### config.mk
export PLATFORM = sky130hd
export DESIGN_NAME = hazard_scoreboard
export DESIGN_NICKNAME = d
export VERILOG_FILES = /design/src/rtl/hazard_scoreboard.sv
export SDC_FILE = /design/constraint.sdc
export NUM_CORES = 1
export LEC_CHECK = 0
export BUFFER_PORTS_ARGS = -buffer_cell sky130_fd_sc_hd__buf_2
export CORE_MARGIN = 2
export CORE_UTILIZATION = 44
export CTS_CLUSTER_DIAMETER = 30
export DETAILED_ROUTE_END_ITERATION = 16
export HOLD_SLACK_MARGIN = 0.1
export PLACE_DENSITY = 0.75
export SLEW_MARGIN = 20
export SYNTH_ARGS = -nofsm -noshare
export SYNTH_HDL_FRONTEND = slang
export SYNTH_SLANG_ARGS = --single-unit
export TNS_END_PERCENT = 50
### constraint.sdc
create_clock -name clk -period 1.9 [get_ports clk]
set_clock_uncertainty 0.15 [all_clocks]
set_input_delay 0.19 -clock clk [delete_from_list [all_inputs] [get_ports clk]]
set_output_delay 0.19 -clock clk [all_outputs]
set_load 0.02 [all_outputs]
### src/rtl/hazard_scoreboard.sv
// Decode-stage hazard controller: tracks in-flight writers through EX/MEM/WB and stalls dependent decodes.
// Optional feature macro FWD_EN: enables EX/MEM forwarding select outputs with load-use stalling only.
module hazard_scoreboard (
  input  logic        clk,
  input  logic        rst,
  input  logic        id_valid,
  input  logic [2:0]  id_rs1,
  input  logic [2:0]  id_rs2,
  input  logic        id_rs1_use,
  input  logic        id_rs2_use,
  input  logic [2:0]  id_rd,
  input  logic        id_rd_we,
  input  logic        id_is_load,
  input  logic        flush,
  output logic        stall,
  output logic        ex_we,
  output logic        mem_we,
  output logic        wb_we,
  output logic [2:0]  ex_rd,
  output logic [2:0]  mem_rd,
  output logic [2:0]  wb_rd,
  output logic [1:0]  fwd1_sel,
  output logic [1:0]  fwd2_sel,
  output logic [15:0] stall_cnt
);

  logic        r_ex_we, r_mem_we, r_wb_we;
  logic [2:0]  r_ex_rd, r_mem_rd, r_wb_rd;
  logic        r_ex_ld, r_mem_ld, r_wb_ld;
  logic [15:0] r_stall_cnt;

  logic w_ex_m1, w_ex_m2, w_mem_m1, w_mem_m2;
  logic w_hazard, w_stall, w_issue;
  logic [1:0] w_fwd1, w_fwd2;
  logic w_unused_ld;

  // Load flags beyond EX only travel with the entry; nothing downstream consumes them.
  assign w_unused_ld = r_mem_ld ^ r_wb_ld;

  // A source matches only when the instruction actually reads it.
  assign w_ex_m1  = id_rs1_use & r_ex_we  & (r_ex_rd  == id_rs1);
  assign w_ex_m2  = id_rs2_use & r_ex_we  & (r_ex_rd  == id_rs2);
  assign w_mem_m1 = id_rs1_use & r_mem_we & (r_mem_rd == id_rs1);
  assign w_mem_m2 = id_rs2_use & r_mem_we & (r_mem_rd == id_rs2);

`ifdef FWD_EN
  // Only a load still in EX cannot be forwarded in time.
  assign w_hazard = r_ex_ld & (w_ex_m1 | w_ex_m2);

  always_comb begin
    w_fwd1 = 2'b00;
    w_fwd2 = 2'b00;
    if (!w_stall) begin
      if (w_ex_m1)       w_fwd1 = 2'b01;
      else if (w_mem_m1) w_fwd1 = 2'b10;
      if (w_ex_m2)       w_fwd2 = 2'b01;
      else if (w_mem_m2) w_fwd2 = 2'b10;
    end
  end
`else
  assign w_hazard = w_ex_m1 | w_ex_m2 | w_mem_m1 | w_mem_m2;

  always_comb begin
    w_fwd1 = 2'b00;
    w_fwd2 = 2'b00;
  end
`endif

  assign w_stall = id_valid & ~flush & w_hazard;
  assign w_issue = id_valid & ~w_stall & ~flush;

  // Tracking pipe: EX -> MEM -> WB, advancing every cycle.
  always_ff @(posedge clk) begin
    if (rst) begin
      r_ex_we  <= 1'b0;
      r_ex_rd  <= 3'd0;
      r_ex_ld  <= 1'b0;
      r_mem_we <= 1'b0;
      r_mem_rd <= 3'd0;
      r_mem_ld <= 1'b0;
      r_wb_we  <= 1'b0;
      r_wb_rd  <= 3'd0;
      r_wb_ld  <= 1'b0;
    end else begin
      r_wb_we  <= r_mem_we;
      r_wb_rd  <= r_mem_rd;
      r_wb_ld  <= r_mem_ld;
      r_mem_we <= r_ex_we;
      r_mem_rd <= r_ex_rd;
      r_mem_ld <= r_ex_ld;
      if (w_issue) begin
        r_ex_we <= id_rd_we;
        r_ex_rd <= id_rd;
        r_ex_ld <= id_is_load;
      end else begin
        r_ex_we <= 1'b0;
        r_ex_rd <= 3'd0;
        r_ex_ld <= 1'b0;
      end
    end
  end

  always_ff @(posedge clk) begin
    if (rst)
      r_stall_cnt <= 16'd0;
    else if (w_stall && (r_stall_cnt != 16'hFFFF))
      r_stall_cnt <= r_stall_cnt + 16'd1;
  end

  assign stall     = w_stall;
  assign fwd1_sel  = w_fwd1;
  assign fwd2_sel  = w_fwd2;
  assign ex_we     = r_ex_we;
  assign ex_rd     = r_ex_rd;
  assign mem_we    = r_mem_we;
  assign mem_rd    = r_mem_rd;
  assign wb_we     = r_wb_we;
  assign wb_rd     = r_wb_rd;
  assign stall_cnt = r_stall_cnt;

endmodule
---- After elaboration in Yosys (flattened, before gate mapping) ----
Cells that the tools add are included.
operators by class
  shifts and indexed selects .............. 0
  reductions and logical operators ........ 2
  $mul .................................... 0
  $add $sub $neg .......................... 1
  equal/unequal tests ..................... 5
  div/mod/pow operators ................... 0
  $lt $le $gt $ge ......................... 0
  bitwise gates (word level) .............. 18
  mux-type cells .......................... 0
operator list
  operator                                       number
  adder 16 x 1 -> 16 bit, second input constant  1
  != test 16 bit, second input constant          1
  bitwise AND 1 bit                              12
  == test 3 bit                                  4
  NOT 1 bit                                      3
  OR 1 bit                                       3
  OR reduction 2 bit                             1
  logical AND 1 bit                              1
storage, ports and cells
  output and inout port bits .............. 33
  register bits after elaboration ......... 28
  memory bits (writable) .................. 0
  logic and storage cells ................. 33
  input bits .............................. 17
  bits in latches ......................... 0
  memory bits (read-only) ................. 0
  memories kept ........................... 0

---- Longest topological paths before layout ----
  depth after elaboration ................. 11
  gate-level depth with buffers ........... 7
  mapped depth without buffers ............ 6

---- Least setup slack after synthesis ----
OpenSTA, ideal clock, no wires.
  path type ............................... reg2reg
  start ................................... register r_stall_cnt[0] (netlist: stall_cnt[0])
  end ..................................... register r_stall_cnt[3] (netlist: stall_cnt[3])
  slack ................................... -0.213 ns
  data required time ...................... 1.629 ns
  library setup time ...................... 0.121 ns
  arrival time ............................ 1.842 ns
  period minus slack after synthesis ...... 2.113 ns
  cell stages (with the launch flop) ...... 7
  path buffers ............................ 0
  path through ............................ dfxtp_1 -> ha_1 -> and4_1 -> nand4_1 -> o21ai_1 -> nor4b_1 -> mux2_2
on the way
  word-level cells in the longest chain between the ends .. 2
  elaborated cells on any way between the ends .. 3
  those cells by class .................... add/sub (1); eq/ne (1); reduce/logical (1)
RTL lines
  element                                                                         RTL line  source
  start, declared                                                                 30        logic [15:0] r_stall_cnt;
  start signal, assigned                                                          107       r_stall_cnt <= r_stall_cnt + 16'd1;
  parallel branches: the longest is 2 deep, another holds adder 16 x 1 -> 16 bit  -
Several ways; the timed one is not identified.
A chain may end at the register's enable or synchronous reset.

---- Worst setup path after layout ----
  start ................................... register r_ex_rd[1] (netlist: ex_rd[1])
  end ..................................... register r_stall_cnt[10] (netlist: stall_cnt[10])
on the way
  word-level cells in the longest chain between the ends .. 7
  elaborated cells on any way between the ends .. 9
  those cells by class .................... eq/ne (2); bitwise (6); reduce/logical (1)
RTL lines
  element                               RTL line  source
  start, declared                       28        logic [2:0] r_ex_rd, r_mem_rd, r_wb_rd;
  start signal, assigned                93        r_ex_rd <= id_rd;
  == test 3 bit (on tied branches)      41, 42
  bitwise AND 1 bit (on tied branches)  41, 42
  OR 1 bit (*) (3 in series)            61        assign w_hazard = w_ex_m1 | w_ex_m2 | w_mem_m1 | w_mem_m2;
  bitwise AND 1 bit (*)                 69        assign w_stall = id_valid & ~flush & w_hazard;
  logical AND 1 bit (*)                 106       else if (w_stall && (r_stall_cnt != 16'hFFFF))
Every way passes the cells marked *; elsewhere a longest branch is shown, timed or not.

==> flow_summary.ini <==
[drt]
routed-via-count = 1516
ant_nets = 0
vias_per_cell = 5.38
drc_errors = 0
wl_per_cell_um = 14.8
routed_wl_mm = 4.18
drt_first_iter_violations = 101
drt-pass1-iter-count = 4

[critical_path]
r2r_start = ex_rd[1]
cp-end-kind = register
cp-start-kind = register
worst-setup-path-type = register to register
crit_fanout = 8
r2r_setup_slack_ns = -0.30
rr_endpoint = stall_cnt[10]
r2r_cells = 8
cp.required_ns = 2.04
cp_data_arrival_time_ns = 2.34

[final_layout]
final_common_cell = buf_2
drive_above_1_share_pct = 55.0
layout_common_cells = buf_2 (43), buf_4 (34), dfxtp_1 (17), nor2b_1 (11), nand2_1 (10)
nFillCells = 220
n_antenna_cell = 0
area_growth_pct = 57.4
final_nets = 257

[synthesis]
ys_seq_area_share_pct = 40.3
ys.warnings.count = 0
syn_area_per_cell_um2 = 8.85
synthCells = 157
synth_edf_count = 0
async_reset_ff_share_pct = 0
netlist_area_mm2 = 0.00139
synth_top_flop_cell = dfxtp_1
ys_seq_elements = 28
yosysUniqueCellTypes = 32

[clocking]
cts.htree.levels = 1
clock_latency_ns = 0.34
clockRootBuffer = clkbuf_4
cts_sinks = 28
cts_buffer_depth = 2
cts_tree = done
clkTransAtPathRegs_ns = 0.16
cts_inserted_buffers = 3

[global_route]
grt_pass1_wl_mm = 6.09
grtUsageTotal_pct = 21.9
grt_overflow = 0
antenna_found_initial = 0
grt_max_degree = 22
grt_pass1_vias = 1386

[floorplan]
num_rows = 20
dieHeight_um = 60.2
die_area_mm2 = 0.00362
dieWidth_um = 60.2
io_pins = 50
initial_core_util_pct = 45.9
core_area_mm2 = 0.00303

[place]
gp_congestion = 0.874
portBuffers = 44
dp_hpwl_mm = 2.73
pre_cts_slack_ns = -0.205

[timing]
fmax_ghz = 0.455
rsz0062_at_grt = yes
min_period_ns = 2.20
fin_ws_ns = -0.296
finalMaxSlewViolations = 0
hold_violations = 0
final-setup-viol-count = 21
post-route-period-util_pct = 116
setup_tns_ns = -3.90

[status]
violations = negative setup slack
status = finished with violations

[min_path]
holdPathEnd = mem_rd[2]
worstHoldPathType = input pin to register
worstHoldPathCells = 2
hp-start = rst

[power]
total_leakage_power_nw = 0.914
p_per_area_mw_per_mm2 = 483
ir_drop_mv = 0.467

[job]
cap_violations = 0
## layer usage
layer / routed length [um] / global-route usage, %
met1: 1790 / 27.0
met4: 71 / 9.21
met3: 147 / 1.95
met5: 0 / 0
met2: 2180 / 38.7
## sequential cells by signal, indices dropped and copies added (netlist names)
signal,flops
stall_cnt,16
ex_rd,3
mem_rd,3
wb_rd,3
ex_we,1
mem_we,1
wb_we,1
## logic make-up after synthesis
group	share of synthesized area, %
and+or+nand+nor	31.1
xor gates and xnor gates	7.56
muxes	1.62
buffers and inverters	5.04
DFF	40.3
adders and majority gates	0.900
other	0.270
AOI/OAI and AO/OA	13.2
## cells in the mapped netlist (3+ instances only)
library cell   n  share of area, %
xor2_1        12               7.6
clkbuf_1       4               1.1
nand2_1       10               2.7
and4_1         3               1.9
nor4_1         4               1.8
nor2_1         7               1.9
buf_4          4               2.2
o21ai_0        5               1.8
or3_1          5               2.3
o31ai_1        8               4.3
nor2b_1       11               5.0
or4_1          8               4.3
nand3_1        4               1.4
and2_1         5               2.3
a21oi_1       14               5.0
dfxtp_1       28                40
nand4_1        6               2.7
## repair_timing
item,in CTS,in global routing
gates cloned,0,0
pin swaps,19,6
hold buffers,4,0
endpoints found under the hold margin,4,0
endpoints found under the setup margin,21,21
setup buffers,4,1
gates resized for setup,11,27
## area by class of cell
| cell class | count | area, um2 | share of cell area, % |
|---|---|---|---|
| Clock buffer | 4 | 47.5 | 2.17 |
| Inverter | 1 | 3.75 | 0.172 |
| Sequential cell | 28 | 584 | 26.7 |
| Multi-Input combinational cell | 120 | 942 | 43.1 |
| Timing Repair Buffer | 85 | 556 | 25.4 |
| Tap cell | 44 | 55.1 | 2.52 |
## report_power, final
part	switching [mW]	internal, mW	leakage, nW	total [mW]
clock network	0.192	0.161	0.0261	0.353
logic	0.0648	0.0459	0.656	0.111
registers	0.00591	0.588	0.233	0.594
## metrics by stage
step                cell area (um2)  util (%)  std cells  total power, mW  hold WS [ns]
floorplan                      1440         -        160            0.661         0.161
global placement               1900      62.6        269            0.691         0.241
detailed placement             1900      62.6        269            0.695         0.245
CTS                            2060      68.0        281             1.05         0.103
global route                   2190      72.3        282             1.09         0.141
finish                         2190      72.3        282             1.06         0.124
## worst max path at each step
stage / from / end / cells past startpoint
floorplan: ex_rd[1] / stall_cnt[15] / 6
global placement: ex_rd[1] / stall_cnt[12] / 7
detailed placement: ex_rd[1] / stall_cnt[4] / 7
CTS: ex_rd[1] / stall_cnt[10] / 8
global route: mem_rd[0] / stall / 7
finish: ex_rd[1] / stall_cnt[10] / 8
## critical path, cell delays in order (launching register included)
cell	delay [ns]
dfxtp_4	0.40
xor2_1	0.17
nor4_2	0.29
buf_4	0.17
nor4_4	0.04
buf_4	0.15
buf_6	0.13
or4b_4	0.51
a21oi_2	0.14
(Power assumes the default switching activity.)
